[config.mk]
export PLATFORM = sky130hd
export DESIGN_NAME = infetch_queue
export DESIGN_NICKNAME = d
export VERILOG_FILES = /design/src/rtl/infetch_queue.sv
export SDC_FILE = /design/constraint.sdc
export NUM_CORES = 1
export LEC_CHECK = 0
export CORE_ASPECT_RATIO = 0.7
export CORE_MARGIN = 10
export CORE_UTILIZATION = 55
export DETAILED_ROUTE_END_ITERATION = 10
export HOLD_SLACK_MARGIN = 0.1
export PLACE_DENSITY_LB_ADDON = 0.08
export SLEW_MARGIN = 10
export SYNTH_ARGS = -nofsm -noshare
export SYNTH_HDL_FRONTEND = slang
export SYNTH_SLANG_ARGS = --single-unit
export TNS_END_PERCENT = 5
[constraint.sdc]
create_clock -name clk -period 3.7 [get_ports clk]
set_clock_uncertainty 0.1 [all_clocks]
set_input_delay 0.74 -clock clk [delete_from_list [all_inputs] [get_ports clk]]
set_output_delay 0.74 -clock clk [all_outputs]
set_load 0.01 [all_outputs]
[src/rtl/infetch_queue.sv]
// infetch_queue: instruction fetch unit with a single outstanding memory
// request, a DEPTH-entry instruction queue toward decode, redirect/halt
// control and a sticky misaligned-redirect error.
// Optional feature: define INFETCH_BYPASS_EN to let a response arriving at
// an empty queue drive the decode outputs in the same cycle as imem_ack.
module infetch_queue #(
  parameter int               WIDTH    = 16,
  parameter int               DEPTH    = 4,
  parameter int               INC      = 2,
  parameter logic [WIDTH-1:0] RESET_PC = '0
) (
  input  logic             clk,
  input  logic             rst,
  input  logic             halt,
  input  logic             redirect,
  input  logic [WIDTH-1:0] redirect_pc,
  output logic             imem_req,
  output logic [WIDTH-1:0] imem_addr,
  input  logic             imem_ack,
  input  logic [WIDTH-1:0] imem_rdata,
  output logic             out_valid,
  input  logic             out_ready,
  output logic [WIDTH-1:0] out_instr,
  output logic [WIDTH-1:0] out_pc2,
  output logic             err
);

  localparam int               PW      = $clog2(DEPTH);
  localparam int               CW      = PW + 1;
  localparam logic [CW-1:0]    L_DEPTH = CW'(DEPTH);
  localparam logic [WIDTH-1:0] L_INC   = WIDTH'(INC);

  typedef enum logic [1:0] {
    S_IDLE,
    S_REQ,
    S_WAIT
  } state_t;

  state_t           r_state;
  state_t           w_state_nxt;
  logic             r_squash;
  logic             w_squash_nxt;
  logic             r_err;
  logic [WIDTH-1:0] r_pc;
  logic [CW-1:0]    r_count;
  logic [CW-1:0]    w_count_nxt;
  logic [PW-1:0]    r_wptr;
  logic [PW-1:0]    r_rptr;

  // Queue storage (data only, never reset)
  logic [WIDTH-1:0] r_q_instr [DEPTH];
  logic [WIDTH-1:0] r_q_pc2   [DEPTH];

  logic             w_ack_ok;
  logic             w_resp;
  logic [WIDTH-1:0] w_pc_inc;
  logic             w_misalign;
  logic             w_err_nxt;
  logic             w_byp;
  logic             w_byp_take;
  logic             w_nonempty;
  logic             w_pop;
  logic             w_push;
  logic             w_issue;

  // A response only counts while waiting; a squashed one carries stale data.
  assign w_ack_ok   = (r_state == S_WAIT) && imem_ack;
  assign w_resp     = w_ack_ok && !r_squash;
  assign w_pc_inc   = r_pc + L_INC;
  assign w_misalign = redirect && redirect_pc[0];
  assign w_err_nxt  = r_err || w_misalign;
  assign w_nonempty = (r_count != '0);

`ifdef INFETCH_BYPASS_EN
  assign w_byp      = !w_nonempty && w_resp && !redirect;
  assign w_byp_take = w_byp && out_ready;
`else
  assign w_byp      = 1'b0;
  assign w_byp_take = 1'b0;
`endif

  // Redirect overrides both ends of the queue in the same cycle.
  assign w_pop  = w_nonempty && out_ready && !redirect;
  assign w_push = w_resp && !redirect && !w_byp_take;

  // Occupancy after this cycle's push/pop; the issue check uses it so the
  // one outstanding response always has a free slot waiting for it.
  always_comb begin
    w_count_nxt = r_count;
    if (redirect) begin
      w_count_nxt = '0;
    end else begin
      case ({w_push, w_pop})
        2'b10:   w_count_nxt = r_count + CW'(1);
        2'b01:   w_count_nxt = r_count - CW'(1);
        default: w_count_nxt = r_count;
      endcase
    end
  end

  assign w_issue = !halt && !w_err_nxt && (w_count_nxt < L_DEPTH);

  // Next-state and squash logic for the request FSM.
  always_comb begin
    w_state_nxt  = r_state;
    w_squash_nxt = r_squash;
    case (r_state)
      S_IDLE: begin
        if (w_issue) w_state_nxt = S_REQ;
      end
      S_REQ: begin
        // The request is accepted on this edge; a redirect makes it stale.
        w_state_nxt = S_WAIT;
        if (redirect) w_squash_nxt = 1'b1;
      end
      S_WAIT: begin
        if (imem_ack) begin
          // The outstanding request retires, so nothing is left to squash.
          w_squash_nxt = 1'b0;
          w_state_nxt  = w_issue ? S_REQ : S_IDLE;
        end else if (redirect) begin
          w_squash_nxt = 1'b1;
        end
      end
      default: begin
        w_state_nxt  = S_IDLE;
        w_squash_nxt = 1'b0;
      end
    endcase
  end

  // Control state: FSM, PC, error flag and queue pointers.
  always_ff @(posedge clk) begin
    if (rst) begin
      r_state  <= S_IDLE;
      r_squash <= 1'b0;
      r_err    <= 1'b0;
      r_pc     <= RESET_PC;
      r_count  <= '0;
      r_wptr   <= '0;
      r_rptr   <= '0;
    end else begin
      r_state  <= w_state_nxt;
      r_squash <= w_squash_nxt;
      r_err    <= w_err_nxt;
      r_count  <= w_count_nxt;
      if (redirect) begin
        r_pc   <= redirect_pc;
        r_wptr <= '0;
        r_rptr <= '0;
      end else begin
        if (w_resp) r_pc <= w_pc_inc;
        if (w_push) r_wptr <= r_wptr + PW'(1);
        if (w_pop)  r_rptr <= r_rptr + PW'(1);
      end
    end
  end

  // Queue write port: instruction paired with its sequential successor PC.
  always_ff @(posedge clk) begin
    if (w_push) begin
      r_q_instr[r_wptr] <= imem_rdata;
      r_q_pc2[r_wptr]   <= w_pc_inc;
    end
  end

  assign imem_req  = (r_state == S_REQ);
  assign imem_addr = r_pc;
  assign err       = r_err;
  assign out_valid = w_nonempty || w_byp;

  // Head selection; outputs read zero while nothing is valid.
  always_comb begin
    out_instr = '0;
    out_pc2   = '0;
    if (w_nonempty) begin
      out_instr = r_q_instr[r_rptr];
      out_pc2   = r_q_pc2[r_rptr];
    end else if (w_byp) begin
      out_instr = imem_rdata;
      out_pc2   = w_pc_inc;
    end
  end

endmodule

==> reports/results.tsv, run 1 <==
stage	metric	value	unit
die	floorplan.core_area	0.0117	sq mm
detailed_routing	topRoutingLayerUsed	met4	
timing	post-route-min-period	3.11	ns
detailed_routing	vias_per_cell	5.58	
worst_setup_path	setup.worst_path.end_class	output pin	
pwr	cellPowerDensity	470	mW/mm^2
place	post-place-cells	650	
cts	postCtsResizedCells	0	
grt	grt_antenna_before_repair	0	
worst_setup_path	critical_path.reg2reg.startpoint	r_state[0]$_SDFFE_PP0P_	
worst_setup_path	timing.critical_path.cells	buf_12 > mux4_2 > and2_1 > clkdlybuf4s50_1	
detailed_routing	antenna_left	0	
timing	final-hold-violation-count	0	
synthesis	mappedNetlistArea	0.00661	sq mm
finish	postLayoutCellArea	0.00828	sq mm
grt	grt_first_pass_wirelength	21.5	mm
detailed_routing	met2_length	6.25	mm
synthesis	ys_types	44	
finish	layout.cells.non_filler	682	
finish	antenna_cells_inserted	0	
timing	final.period_utilization	84.0	%
timing	setup_repair_after_global_routing_missed_its_margin	no	
grt	grt_start_max_net_pins	35	
timing	finalWorstSetupSlack	0.593	ns
timing	timing.final.max_slew_violations	0	
worst_setup_path	timing.critical_path.buf_inv	2	
grt	number_of_global_route_vias_before_repair	4016	
run_status	status	complete, no violations	
worst_hold_path	hold_path_depth	2	
die	die_width	151	microns
worst_setup_path	ff2ff_setup_slack	0.82	ns
place	detailed_place_hpwl	8.60	mm
detailed_routing	detail_route.wirelength.met1	6.03	mm
worst_setup_path	critical_path.top_delay_family	buffers and inverters	
synthesis	ys.warnings.count	0	
die	rows	33	
synthesis	postSynthRegisterBits	157	
synthesis	syn-mean-instance-area	16.0	sq um
worst_setup_path	timing.critical_path.slowest_stage_cell	mux4_2	
finish	synthToLayoutAreaGrowth	25.4	%
cts	htree_levels	4	
synthesis	number_of_synthesized_flops_with_an_enable_pin	128	
cts	cts_buffers	17	
place	gpl.final_weighted_congestion	0.877	
worst_hold_path	min-delay-path-class	flip-flop to flip-flop	
finish	final_nets	561	
finish	mostFrequentLayoutCells	128 x edfxtp_1, 88 x clkdlybuf4s50_1, 33 x and2_1	
worst_setup_path	critPathKind	flip-flop to output pin	
die	floorplan.io_pins	89	
worst_setup_path	timing.rr.end	r_state[0]$_SDFFE_PP0P_	
cts	cts_root_buf	clkbuf_16	
worst_setup_path	critical_path_required	2.86	ns
die	design.die.area	0.0169	sq mm
worst_setup_path	reg2reg_depth	11	
timing	worst_slew_pin_slew	0.567	ns
timing	setup_total_negative_slack	0	ns
synthesis	mappedNetlistNets	462	
detailed_routing	vias	3805	
cts	cts_tree	done	
synthesis	synth_cells	413	
worst_hold_path	min_from	err$_SDFF_PP0_	
worst_hold_path	hold_end	err$_SDFF_PP0_	
pwr	p_leak	0.00275	uW
synthesis	seq_area_frac_synth	67.0	%
synthesis	ys_dominant_reg_cell	edfxtp_1	
detailed_routing	wl	13.4	mm
synthesis	asr_flop_ratio_synth	0	%
grt	grt_remaining_overflow	0	
timing	maxClockFrequency	0.322	GHz
detailed_routing	firstDrtPassIters	5	
timing	setup-violations-final	0	
grt	grt_util_all_layers	16.6	%
worst_setup_path	worst-path-max-fanout	32	
place	preCtsSetupSlack	0.220	ns
die	chipHeight	112	microns
detailed_routing	met3_layer_wire_length_in_the_routed_design	1.01	mm
cts	clkTransAtPathRegs	0.06	ns
cts	clock_insertion_delay_worst_skew	0.42	ns
finish	final_common_cell	edfxtp_1	
worst_setup_path	cp.arrival	2.27	ns
cts	cts_setup_buffers	0	
cts	cts.hold.buffers_added	0	
cts	cts_sinks	157	
flow_run	drv_cap	0	
worst_setup_path	critPathMaxStageDelay	0.57	ns
detailed_routing	detail_route.iter0.violations	211	
die	initial_utilization	56.3	%
finish	post_route_cells_drive_above_1_share	16.2	%
detailed_routing	post-route-drc-count	0	
worst_setup_path	critical_path.startpoint_type	flip-flop	
place	portBuffers	88	
cts	number_of_buffers_between_clock_root_and_the_deepest_sink	2	
detailed_routing	post_drt_wl_per_cell	19.7	microns
timing	slew_headroom	62.1	%
place	place_area	0.00769	sq mm
pwr	worst_ir_drop_vdd	0.340	mV
-- synthesized netlist by cell type (2+ instances only) --
library cell    n  area share, %
buf_2           3           0.23
mux2i_1         6           0.91
nand2_1        13           0.74
dfxtp_1        29            8.8
nor4_1          5           0.47
clkbuf_4        2           0.23
a311o_1         2           0.30
ha_1           10            1.9
a311oi_1        5           0.66
xnor2_1        17            2.3
nand2b_1        3           0.28
or3_2           2           0.23
o21ai_0         4           0.30
xor2_1         10            1.3
nor3_1          9           0.68
a211oi_1        8           0.91
inv_1          11           0.63
a21oi_1         3           0.23
edfxtp_1      128             58
nor2_1         29            1.6
o211a_1         2           0.30
buf_1           3           0.17
nand3_1         7           0.53
clkbuf_1        9           0.51
mux4_2         32             11
buf_4           2           0.23
or3_1           3           0.28
and2_1         37            3.5
nand4_1         4           0.38
-- layout make-up --
| class | instances | area (sq um) |
|---|---|---|
| inverters | 11 | 41.3 |
| repair buffers | 100 | 983 |
| well taps | 157 | 196 |
| clock buffers | 18 | 429 |
| fillers | 784 | 3440 |
| flip-flops and latches | 157 | 4430 |
| clock inverters | 14 | 165 |
| multi-input cells | 225 | 2040 |
-- state kept, by name (all words and copies together) (netlist names), named ones only --
signal,flops
r_q_pc2,64
r_state,2
r_q_instr,64
r_wptr,2
r_count,3
r_squash,1
imem_addr,16
err,1
r_rptr,2
-- where the power goes --
part / switching (uW) / internal (uW) / leakage, uW
clock: 680 / 1060 / 0.000282
combinational: 90.9 / 102 / 0.00107
sequential: 29.3 / 1930 / 0.00140
total: 800 / 3090 / 0.00275
-- tightest hold or removal path: cells and delay by family, from the launching register on --
family / cells / cell delay, ns
compound gates: 1 / 0.05
simple gates: 1 / 0.08
flops: 1 / 0.35
-- stage by stage --
step | hold slack (ns) | power [uW] | util, %
6_report | 0.405 | 3890 | 70.6
5_1_grt | 0.446 | 4020 | 70.6
4_1_cts | 0.410 | 3930 | 70.6
3_5_place_dp | 0.394 | 2190 | 65.6
3_3_place_gp | 0.377 | 2190 | 65.6
2_1_floorplan | 0.371 | 2080 | -
-- kinds of logic (layout without fill, tap and decap cells) --
| group | Yosys count | in the layout | synth area share, % |
|---|---|---|---|
| simple gates | 120 | 120 | 9.87 |
| flops | 157 | 157 | 67.0 |
| mux | 38 | 38 | 11.8 |
| buf+inv | 31 | 143 | 2.20 |
| compound gates | 29 | 29 | 3.35 |
| fa+ha+maj | 11 | 11 | 2.20 |
| xor+xnor | 27 | 27 | 3.58 |
-- per-layer routing --
metal | vias to the layer above | track usage, %
met2 | 124 | 25.2
met5 | - | 0
li1 | 1772 | -
met3 | 12 | 5.06
met4 | 0 | 5.82
met1 | 1897 | 22.3
-- worst max path at each step --
| stage | startpoint | to | slack [ns] | cells past startpoint |
|---|---|---|---|---|
| after floorplan | imem_ack | r_state[0]$_SDFFE_PP0P_ | 0.49 | 10 |
| after global placement | imem_ack | r_state[0]$_SDFFE_PP0P_ | 0.27 | 10 |
| after detailed placement | imem_ack | r_state[0]$_SDFFE_PP0P_ | 0.22 | 10 |
| after CTS | flip-flop | out_pc2[9] | 0.56 | 4 |
| after global routing | flip-flop | out_pc2[9] | 0.48 | 4 |
| final | flip-flop | out_pc2[9] | 0.59 | 4 |
No activity file was read; power rests on OpenSTA's default activity.
==> run 2: changes to the inputs <==
--- a/config.mk
+++ b/config.mk
@@ -7,7 +7,7 @@
 export LEC_CHECK = 0
 export CORE_ASPECT_RATIO = 0.7
 export CORE_MARGIN = 10
-export CORE_UTILIZATION = 55
+export CORE_UTILIZATION = 49
 export DETAILED_ROUTE_END_ITERATION = 10
 export HOLD_SLACK_MARGIN = 0.1
 export PLACE_DENSITY_LB_ADDON = 0.08
==> constraint.sdc (replaced) <==
create_clock -name clk -period 2.6 [get_ports clk]
set_clock_uncertainty 0.1 [all_clocks]
set_input_delay 0.52 -clock clk [delete_from_list [all_inputs] [get_ports clk]]
set_output_delay 0.52 -clock clk [all_outputs]
set_load 0.01 [all_outputs]
==> reports/results.tsv, run 2 (synthesis gave the netlist of run 1 again) <==
stage	metric	value	unit
run_status	status	complete, no violations	
grt	grt_start_max_net_pins	35	
pwr	worst_ir_drop_vdd	0.497	mV
worst_setup_path	setup.worst_path.end_class	output pin	
finish	final_common_cell	edfxtp_1	
pwr	finalPower	5410	uW
pwr	cellPowerDensity	632	mW/mm^2
timing	setup-violations-final	0	
finish	mostFrequentLayoutCells	128 x edfxtp_1, 55 x clkdlybuf4s50_1, 32 x mux4_2	
finish	layout.cells.non_filler	729	
cts	cts_root_buf	clkbuf_16	
die	rows	35	
die	design.die.area	0.0186	sq mm
grt	grt_first_pass_wirelength	22.1	mm
timing	setup_total_negative_slack	0	ns
die	die_width	159	microns
timing	final-hold-violation-count	0	
grt	grt_util_all_layers	15.4	%
detailed_routing	post_drt_wl_per_cell	19.2	microns
worst_setup_path	critPathMaxStageDelay	0.48	ns
grt	grt_remaining_overflow	0	
worst_setup_path	critPathKind	flip-flop to output pin	
worst_setup_path	critical_path.reg2reg.startpoint	r_count[2]$_SDFF_PP0_	
worst_setup_path	cp.arrival	1.92	ns
finish	final.fill_count	957	
detailed_routing	vias_per_cell	5.31	
timing	timing.final.max_slew_violations	0	
die	floorplan.core_area	0.0132	sq mm
worst_setup_path	critical_path.startpoint_type	flip-flop	
pwr	p_leak	0.00296	uW
cts	number_of_buffers_between_clock_root_and_the_deepest_sink	2	
worst_setup_path	timing.critical_path.cells	buf_6 > buf_16 > mux4_2 > and2_1 > buf_2	
finish	layout.core_utilization	64.9	%
cts	cts_tree	done	
detailed_routing	wl	14.0	mm
die	initial_utilization	50.1	%
timing	worst_slew_pin_slew	0.496	ns
place	portBuffers	88	
cts	cts_buffers	17	
timing	maxClockFrequency	0.394	GHz
timing	slew_headroom	66.7	%
detailed_routing	vias	3873	
detailed_routing	antenna_left	0	
worst_setup_path	timing.critical_path.slowest_stage_cell	mux4_2	
finish	final_nets	581	
finish	antenna_cells_inserted	0	
worst_hold_path	min_from	err$_SDFF_PP0_	
worst_setup_path	critical_path_required	1.98	ns
finish	synthToLayoutAreaGrowth	29.5	%
timing	fin_worst_hold_slack	0.400	ns
place	post-place-cells	693	
worst_hold_path	min-delay-path-class	flip-flop to flip-flop	
cts	cts.hold.buffers_added	0	
finish	multi_input_area	0.00212	sq mm
finish	post_route_cells_drive_above_1_share	27.4	%
timing	setup_repair_after_global_routing_missed_its_margin	yes	
cts	cts_sinks	157	
place	detailed_place_hpwl	9.08	mm
grt	number_of_global_route_vias_before_repair	3943	
timing	post-route-min-period	2.54	ns
cts	clock_insertion_delay_worst_skew	0.42	ns
flow_run	drv_cap	0	
grt	grt_antenna_before_repair	0	
detailed_routing	firstDrtPassIters	5	
cts	htree_levels	4	
worst_setup_path	timing.critical_path.buf_inv	3	
finish	sequential_cell_area	0.00443	sq mm
detailed_routing	detail_route.iter0.violations	264	
worst_setup_path	critical_path.top_delay_family	multiplexers	
die	chipHeight	117	microns
cts	clkTransAtPathRegs	0.06	ns
timing	final.period_utilization	97.7	%
detailed_routing	post-route-drc-count	0	
place	gpl.final_weighted_congestion	0.811	
die	floorplan.io_pins	89	
worst_setup_path	worst-path-max-fanout	9	
run 2: changes by cell type in the layout (fill, tap and decap cells not counted), moves of 6 or more:
cell / delta
buf_2: +7
clkbuf_2: +15
buf_12: +6
clkdlybuf4s50_1: -33
buf_4: +8
clkdlybuf4s15_1: +6
buf_6: +7
run 2: per-stage QoR:
stage | setup WS [ns] | cell area (sq um)
finish | 0.0606 | 8550
floorplan | -0.127 | 6670
detailed placement | -0.504 | 7960
global route | -0.0202 | 8550
global placement | -0.457 | 7960
CTS | -0.0388 | 8540
run 2: cell type report:
class                   instances  area share [%]
clock buffers                  17            4.98
repair buffers                120            13.7
inverters                      11           0.483
flip-flops and latches        157            51.8
clock inverters                14            1.55
multi-input cells             225            24.8
well taps                     185            2.71
run 2: repair_timing:
item	in CTS	in global routing
cloned	2	1
gates resized for setup	72	48
endpoints found under the setup margin	34	21
pin swaps	1	3
setup buffers	2	0
run 2: worst reg2reg max path: stages (launching register included):
cell     delay [ns]
dfxtp_2        0.32
or3_4          0.40
nand2_4        0.09
nor2_1         0.04
ha_2           0.19
fa_2           0.35
xnor2_2        0.15
or2_4          0.23
a311o_1        0.29
a32o_1         0.22
run 2: worst paths after layout:
| check | cells after the start | endpoint | slack [ns] |
|---|---|---|---|
| hold reg to reg | 2 | err$_SDFF_PP0_ | 0.40 |
| setup / recovery | 5 | out_pc2[0] | 0.06 |
| setup reg to reg | 9 | r_state[0]$_SDFFE_PP0P_ | 0.10 |
| hold / removal | 2 | err$_SDFF_PP0_ | 0.40 |
run 2: where the power goes:
group | internal (uW) | total (uW) | switching [uW]
clock network | 1330 | 2330 | 1010
registers | 2750 | 2790 | 42.8
logic | 150 | 283 | 133
total | 4220 | 5410 | 1180
run 2: routing by layer:
layer,GRT usage [%],wire (microns)
met1,20.9,6550
met2,23.7,6440
met3,4.93,897
met4,4.10,120
met5,0,0
